### src/rtl/mux_2to1_pkg.sv
// ============================================================================
// Module  : mux_2to1_pkg
// Purpose : Shared datapath constants for the MIPS core muxes.
// Revision: 1.0 - initial release
// ============================================================================
`default_nettype none

package mux_2to1_pkg;

  // Native datapath word width of the core.
  localparam int DATA_WIDTH = 32;

  // Select-line encodings used by callers of the 2:1 datapath mux.
  localparam logic SEL_D1 = 1'b0;
  localparam logic SEL_D2 = 1'b1;

endpackage : mux_2to1_pkg

`default_nettype wire

### src/rtl/mux_2to1.sv
// ============================================================================
// Module  : mux_2to1
// Purpose : WIDTH-bit 2:1 datapath multiplexer (ALU operand B, reg-dest,
//           write-back and PC-source selects) with an optional registered
//           copy of the output for use at a pipeline boundary.
// Revision: 1.0 - initial release
// ============================================================================
`default_nettype none

module mux_2to1
  import mux_2to1_pkg::*;
#(
  parameter int WIDTH = DATA_WIDTH
) (
  input  logic             clk,
  input  logic             rst,
  input  logic [WIDTH-1:0] D1,
  input  logic [WIDTH-1:0] D2,
  input  logic             Sel,
  output logic [WIDTH-1:0] Dout,
  output logic [WIDTH-1:0] Dout_q
);

  // Next-state value of the pipeline register is simply the live mux output.
  logic [WIDTH-1:0] dout_d;

  // Zero-latency selection; an unknown Sel X-merges the two inputs in sim.
  assign Dout   = (Sel == SEL_D2) ? D2 : D1;
  assign dout_d = Dout;

  // Pipeline-boundary copy of Dout; trimmed by synthesis when left unconnected.
  always_ff @(posedge clk) begin
    if (rst) begin
      Dout_q <= '0;
    end else begin
      Dout_q <= dout_d;
    end
  end

endmodule : mux_2to1

`default_nettype wire

### config.mk
export PLATFORM = sky130hd
export DESIGN_NAME = mux_2to1
export DESIGN_NICKNAME = d
export VERILOG_FILES = /design/src/rtl/mux_2to1_pkg.sv /design/src/rtl/mux_2to1.sv
export SDC_FILE = /design/constraint.sdc
export NUM_CORES = 1
export LEC_CHECK = 0
export BUFFER_PORTS_ARGS = -buffer_cell sky130_fd_sc_hd__buf_4
export CORE_MARGIN = 5
export CORE_UTILIZATION = 36
export CTS_BUF_LIST = sky130_fd_sc_hd__clkbuf_4 sky130_fd_sc_hd__clkbuf_8 sky130_fd_sc_hd__clkbuf_16
export DETAILED_ROUTE_END_ITERATION = 8
export HOLD_SLACK_MARGIN = 0.05
export PLACE_DENSITY = 0.86
export SLEW_MARGIN = 10
export SYNTH_ARGS = -nofsm -noshare
export SYNTH_HDL_FRONTEND = slang
export SYNTH_SLANG_ARGS = --single-unit
### constraint.sdc
create_clock -name clk -period 1.6 [get_ports clk]
set_clock_uncertainty 0.1 [all_clocks]
set_input_delay 0.4 -clock clk [delete_from_list [all_inputs] [get_ports clk]]
set_output_delay 0.4 -clock clk [all_outputs]
set_load 0.05 [all_outputs]
==> reports/results.tsv, run 1 <==
stage	metric	value	unit
worst_setup_path	Arr. time, crit path	1.14	ns
placed_design	gp weighted congestion	0.7847	
drt	vias per inst	4.393	
global_routing	Tot GR Track Use	0.1912	
die	Initial Util	0.3742	
sta	Final Critical Period	1.645	ns
min_path	Worst Min Path Start	D1[16]	
drt	Final ANT Viol Nets	0	
sta	Max-slew headroom	0.7869	
sta	Max Slew Vio Count	0	
die	total die area	5139	um^2
yosys	yosys warns	0	
worst_setup_path	crit end category	primary output	
cts	clk slew on worst S/H paths	0.07	ns
final_layout	max reg flops	32	
cts	cts bufs inserted	5	
pwr	Power Density	961.5	nW/um^2
run_status	status	finished, violations left	
die	top-level I/O count	131	
placed_design	port bufs	130	
die	Die Span Y	71.69	um
pwr	Worst VDD drop	0.6766	mV
final_layout	area grow syn2layout	104.2	%
cts	clk sinks	32	
min_path	hold depth	3	
pwr	Power, Total	2.690	mW
sta	Worst-Margin Slew	0.3197	ns
final_layout	Total Nets Final	313	
final_layout	commonest non-fill, non-tap cell in the layout	buf_4	
sta	Fmax	608.0	MHz
die	core area	3661	um^2
pwr	leak pwr	1.437	nW
final_layout	Antenna diodes	0	
yosys	post-synthesis cell area	1370	um^2
placed_design	dpl cells	280	
drt	drt first pass iters	3	
yosys	FF+latch count, synth	32	
yosys	Yosys top cell area share	0.4676	
cts	TritonCTS clock tree	done	
final_layout	Biggest register	Dout_q	
worst_setup_path	crit start category	primary input	
cts	CTS root buf	clkbuf_8	
yosys	Yosys top cell by area	dfxtp_1	
sta	hold slack	0.3693	ns
final_layout	share of cells above drive strength 1	0.7409	
worst_setup_path	CP max FO	8	
flow_run	max cap viols	0	
yosys	net count after synthesis	170	
min_path	Hold EP	Dout_q[16]$_SDFF_PP0_	
yosys	top cells by area, synth	dfxtp_1 (47%), mux2_4 (33%), nor2b_1 (15%)	
sta	final setup fails	32	
global_routing	gr ovfl total	0	
cts	Max Root-Sink Buffers	2	
global_routing	first-pass GRT wire length	7.148	mm
sta	final worst-path cycle share	1.028	
drt	wire per inst	15.88	um
drt	post-route DRC violation count	0	
min_path	Hold Path Class	in -> reg	
global_routing	vias in the first global route	1478	
final_layout	most frequent cells in the layout	buf_4 (106), dfxtp_1 (32), mux2_4 (32), nor2b_1 (32), buf_6 (23)	
final_layout	biggest regs	Dout_q x32	
placed_design	DP Wirelength	3.620	mm
sta	post-route setup slack	-0.04481	ns
run_status	failing checks	negative setup slack	
yosys	Gate Count Post-Synth	103	
sta	RSZ-0062 raised after global routing	true	
drt	Routed WL	4.685	mm
drt	Starting DRT DRC Count	53	
yosys	mean post-synth cell area	13.30	um^2
global_routing	pin count of the biggest net entering global routing	33	
die	chip width	71.69	um
worst_setup_path	kind of critical path	in -> out	
drt	vias after detailed routing	1296	
die	FP Rows	22	
worst_setup_path	worst path required time	1.10	ns
final_layout	Layout Cells excl Fill	295	
cts	H-tree lvl count	2	
global_routing	initial antenna violation count	0	
sta	final hold violation count	0	
yosys	Distinct cells, synth	6	
yosys	sequential area share after synthesis	0.4676	
==> how the worst max path moves through the flow <==
stage	startpoint	endpoint	slack [ns]	depth (start not counted)
finish	Sel	Dout[19]	-0.04	4
global route	Sel	Dout[19]	-0.05	4
CTS	Sel	Dout[6]	-0.04	4
detailed placement	Sel	Dout[11]	-0.12	4
global placement	Sel	Dout[22]	-0.11	4
floorplan	Sel	Dout[0]	0.06	3
==> where the power goes <==
| group | internal [mW] | switching (mW) |
|---|---|---|
| sequential | 0.850 | 0.0132 |
| clock | 0.479 | 0.284 |
| combinational | 0.469 | 0.595 |
==> synth_stat cells, drive strengths merged <==
library cell	instances
buf	4
dfxtp	32
clkbuf	3
nor2b	32
mux2	32
==> area by class of cell <==
class,instances,area [um^2]
clock inverter,2,35.03
fill,258,863.3
timing repair buffer,143,1305
clock buffer,6,76.32
multi-input combinational,64,680.7
sequential,32,640.6
tap,48,60.06
==> critical path: stages <==
cell,delay [ns]
buf_12,0.12
buf_12,0.14
mux2_4,0.32
buf_8,0.15
==> through the flow <==
step	utilization	instance area, um^2	setup WS [ns]	TNS (ns)
after floorplan	-	1370	0.05561	0
after global placement	0.6610	2420	-0.1089	-3.077
after detailed placement	0.6610	2420	-0.1217	-3.493
after CTS	0.7560	2768	-0.04152	-1.072
after global routing	0.7642	2798	-0.05477	-1.442
final	0.7642	2798	-0.04481	-1.031
==> cells by family after synthesis <==
family | share of synthesized area
mux | 0.3452
flops | 0.4676
simple gates | 0.1461
buf+inv | 0.04109
==> timing repair <==
item | 4_1_cts | 5_1_grt
setup endpoints to repair | 32 | 32
buffers inserted | 3 | 2
hold buffers | 0 | 0
cloned | 2 | 0
resized for setup | 44 | 4
==> routing by layer <==
metal / part of all wire / track usage
met5: 0 / 0
met4: 0.022 / 0.09186
met3: 0.12 / 0.09818
met2: 0.58 / 0.3582
met1: 0.28 / 0.1651
(Power assumes the default switching activity.)
==> inputs of run 2 (changes only) <==
--- a/config.mk
+++ b/config.mk
@@ -5,7 +5,8 @@
 export SDC_FILE = /design/constraint.sdc
 export NUM_CORES = 1
 export LEC_CHECK = 0
-export BUFFER_PORTS_ARGS = -buffer_cell sky130_fd_sc_hd__buf_4
+export BUFFER_PORTS_ARGS = -buffer_cell sky130_fd_sc_hd__buf_2
+export CORE_ASPECT_RATIO = 1.4
 export CORE_MARGIN = 5
 export CORE_UTILIZATION = 36
 export CTS_BUF_LIST = sky130_fd_sc_hd__clkbuf_4 sky130_fd_sc_hd__clkbuf_8 sky130_fd_sc_hd__clkbuf_16
==> run 2 against run 1 <==
Effect of this change:
- the run still ends with negative setup slack left
- highest routed layer unchanged
- worst setup slack improved by 0.00064 ns
- combinational power decreased by 8%
- largest cell class unchanged
- fmax about the same
==> reports/results.tsv, run 2 (synthesis gave the netlist of run 1 again) <==
stage	metric	value	unit	change
die	chip width	62.14	um	was 71.69 um
global_routing	initial antenna violation count	0		unchanged
pwr	Pint	1.580	mW	was 1.797 mW
sta	RSZ-0062 raised after global routing	true		unchanged
cts	cts bufs inserted	5		unchanged
sta	Worst-Margin Slew	0.5682	ns	was 0.3197 ns
final_layout	Layout fillers	290		was 258
global_routing	first-pass GRT wire length	6.658	mm	was 7.148 mm
drt	vias after detailed routing	1280		was 1296
cts	CTS root buf	clkbuf_8		unchanged
drt	Routed WL	4.355	mm	was 4.685 mm
final_layout	Biggest register	Dout_q		unchanged
pwr	Worst VDD drop	0.6922	mV	was 0.6766 mV
worst_setup_path	CP max-delay cell	mux2_4		unchanged
run_status	failing checks	negative setup slack		unchanged
sta	final setup fails	30		was 32
cts	clk slew on worst S/H paths	0.06	ns	was 0.07 ns
flow_run	max cap viols	0		unchanged
worst_setup_path	worst path required time	1.10	ns	about the same
pwr	Power Density	976.2	nW/um^2	was 961.5 nW/um^2
cts	H-tree lvl count	2		unchanged
placed_design	gp weighted congestion	0.7343		was 0.7847
final_layout	Sequential cell area	640.6	um^2	unchanged
pwr	sequential power share	0.351		was 0.321
placed_design	dpl ws	-0.2153	ns	was -0.1217 ns
drt	vias per inst	4.399		was 4.393
run_status	status	finished, violations left		unchanged
pwr	Logic pwr share	0.398		was 0.395
placed_design	DP Wirelength	3.357	mm	was 3.620 mm
final_layout	commonest non-fill, non-tap cell in the layout	buf_2		was buf_4
worst_setup_path	crit end category	primary output		unchanged
final_layout	max reg flops	32		unchanged
min_path	Hold Path Class	in -> reg		unchanged
drt	post-route DRC violation count	0		unchanged
worst_setup_path	number of buffer and inverter stages on the critical path	3		unchanged
worst_setup_path	Arr. time, crit path	1.14	ns	about the same
worst_setup_path	CP max FO	7		was 8
die	Initial Util	0.3727		was 0.3742
final_layout	most frequent cells in the layout	buf_2 (99), dfxtp_1 (32), nor2b_1 (32), mux2_4 (30), buf_6 (25)		was buf_4 (106), dfxtp_1 (32), mux2_4 (32), nor2b_1 (32), buf_6 (23)
drt	wire per inst	14.97	um	was 15.88 um
die	FP Rows	26		was 22
sta	Max-slew headroom	0.6212		was 0.7869
sta	Fmax	608.2	MHz	was 608.0 MHz
sta	final hold violation count	0		unchanged
worst_setup_path	Top cell by count, worst path	buf_12		unchanged
global_routing	pin count of the biggest net entering global routing	33		unchanged
cts	clk sinks	32		unchanged
pwr	clock power share	0.251		was 0.284
final_layout	Total Nets Final	315		was 313
sta	post-route setup slack	-0.04417	ns	was -0.04481 ns
global_routing	gr ovfl total	0		unchanged
die	top-level I/O count	131		unchanged
final_layout	share of cells above drive strength 1	0.7430		was 0.7409
cts	TritonCTS clock tree	done		unchanged
final_layout	biggest regs	Dout_q x32		unchanged
drt	Final ANT Viol Nets	0		unchanged
min_path	hold depth	3		unchanged
drt	Starting DRT DRC Count	12		was 53
placed_design	port bufs	130		unchanged
final_layout	Antenna diodes	0		unchanged
worst_setup_path	Top Family by Delay on Critical Path	buffers and inverters		unchanged
worst_setup_path	CP cell instances	buf_12 -> buf_12 -> mux2_4 -> buf_6		was buf_12 -> buf_12 -> mux2_4 -> buf_8
die	total die area	5157	um^2	was 5139 um^2
die	Die Span Y	83.00	um	was 71.69 um
worst_setup_path	crit start category	primary input		unchanged
sta	final worst-path cycle share	1.028		about the same
die	core area	3676	um^2	was 3661 um^2
final_layout	area grow syn2layout	83.65	%	was 104.2%
global_routing	Tot GR Track Use	0.1631		was 0.1912
pwr	leak pwr	1.355	nW	was 1.437 nW
worst_setup_path	crit-path max cell delay	0.32	ns	about the same
drt	drt first pass iters	2		was 3
worst_setup_path	kind of critical path	in -> out		unchanged
final_layout	Layout Cells excl Fill	291		was 295
pwr	Net Sw Frac	0.3568		was 0.3318
sta	Final Critical Period	1.644	ns	was 1.645 ns
final_layout	Core Util, Final	0.6845		was 0.7642
min_path	Hold EP	Dout_q[25]$_SDFF_PP0_		was Dout_q[16]$_SDFF_PP0_
sta	Max Slew Vio Count	0		unchanged
cts	Max Root-Sink Buffers	2		unchanged
global_routing	vias in the first global route	1409		was 1478
pwr	switching pwr	0.8764	mW	was 0.8925 mW
final_layout	multi-input combinational cell area	673.1	um^2	was 680.7 um^2
min_path	Worst Min Path Start	D2[25]		was D1[16]
placed_design	dpl cells	274		was 280
[run 2: changes by cell type in the layout (fill, tap and decap cells not counted)]
cell / delta
clkbuf_8: +1
mux2_2: +2
clkinv_2: +1
buf_8: -3
bufinv_16: -1
mux2_4: -2
clkbuf_4: -1
buf_2: +99
buf_4: -96
buf_6: +2
[run 2: per-layer routing]
| layer | GRT usage | wire length, um | vias up |
|---|---|---|---|
| met5 | 0 | 0 | - |
| met4 | 0.05917 | 63 | 0 |
| met3 | 0.08378 | 531 | 6 |
| met2 | 0.3104 | 2401 | 78 |
| met1 | 0.1387 | 1360 | 571 |
| li1 | - | - | 625 |
[run 2: power groups by stage]
stage | Sequential (mW) | Clock [mW] | Combinational, mW
2_1_floorplan | 1.07 | 0 | 0.425
3_5_place_dp | 0.880 | 0 | 0.836
5_1_grt | 0.867 | 0.685 | 1.01
6_report | 0.862 | 0.617 | 0.977
4_1_cts | 0.863 | 0.640 | 0.964
3_3_place_gp | 0.878 | 0 | 0.824
[run 2: worst max-delay path by stage]
| stage | cells past startpoint | slack (ns) | endpoint | start |
|---|---|---|---|---|
| 6_report | 4 | -0.04 | Dout[10] | Sel |
| 5_1_grt | 4 | -0.06 | Dout[9] | Sel |
| 4_1_cts | 4 | -0.04 | Dout[5] | Sel |
| 3_5_place_dp | 4 | -0.22 | Dout[5] | Sel |
| 3_3_place_gp | 4 | -0.18 | Dout[1] | Sel |
| 2_1_floorplan | 3 | 0.06 | Dout[0] | Sel |
[run 2: repair_timing]
item | CTS | global route
buffers inserted | 3 | 4
setup endpoints to repair | 32 | 30
hold buffers | 0 | 0
endpoints found under the hold margin | 0 | 0
gates resized for setup | 71 | 2
cloned | 2 | 0
[run 2: worst min-delay path: stages]
cell and delay [ns]:
buf_2 0.07, mux2_4 0.14, nor2b_1 0.11
[run 2: cell type report]
type,instances,area share
multi-input cells,64,0.2675
clock buffers,6,0.03282
flip-flops and latches,32,0.2546
well taps,42,0.02089
clock inverters,2,0.003978
repair buffers,145,0.4202
[run 2: stage by stage]
| stage | power, mW | cell area (um^2) | hold slack (ns) | TNS [ns] |
|---|---|---|---|---|
| after floorplan | 1.497 | 1370 | 0.3716 | 0 |
| after global placement | 1.702 | 2087 | 0.6418 | -5.232 |
| after detailed placement | 1.717 | 2087 | 0.6487 | -5.954 |
| after CTS | 2.467 | 2479 | 0.3720 | -0.9204 |
| after global routing | 2.567 | 2516 | 0.3770 | -1.293 |
| final | 2.456 | 2516 | 0.3830 | -0.9109 |
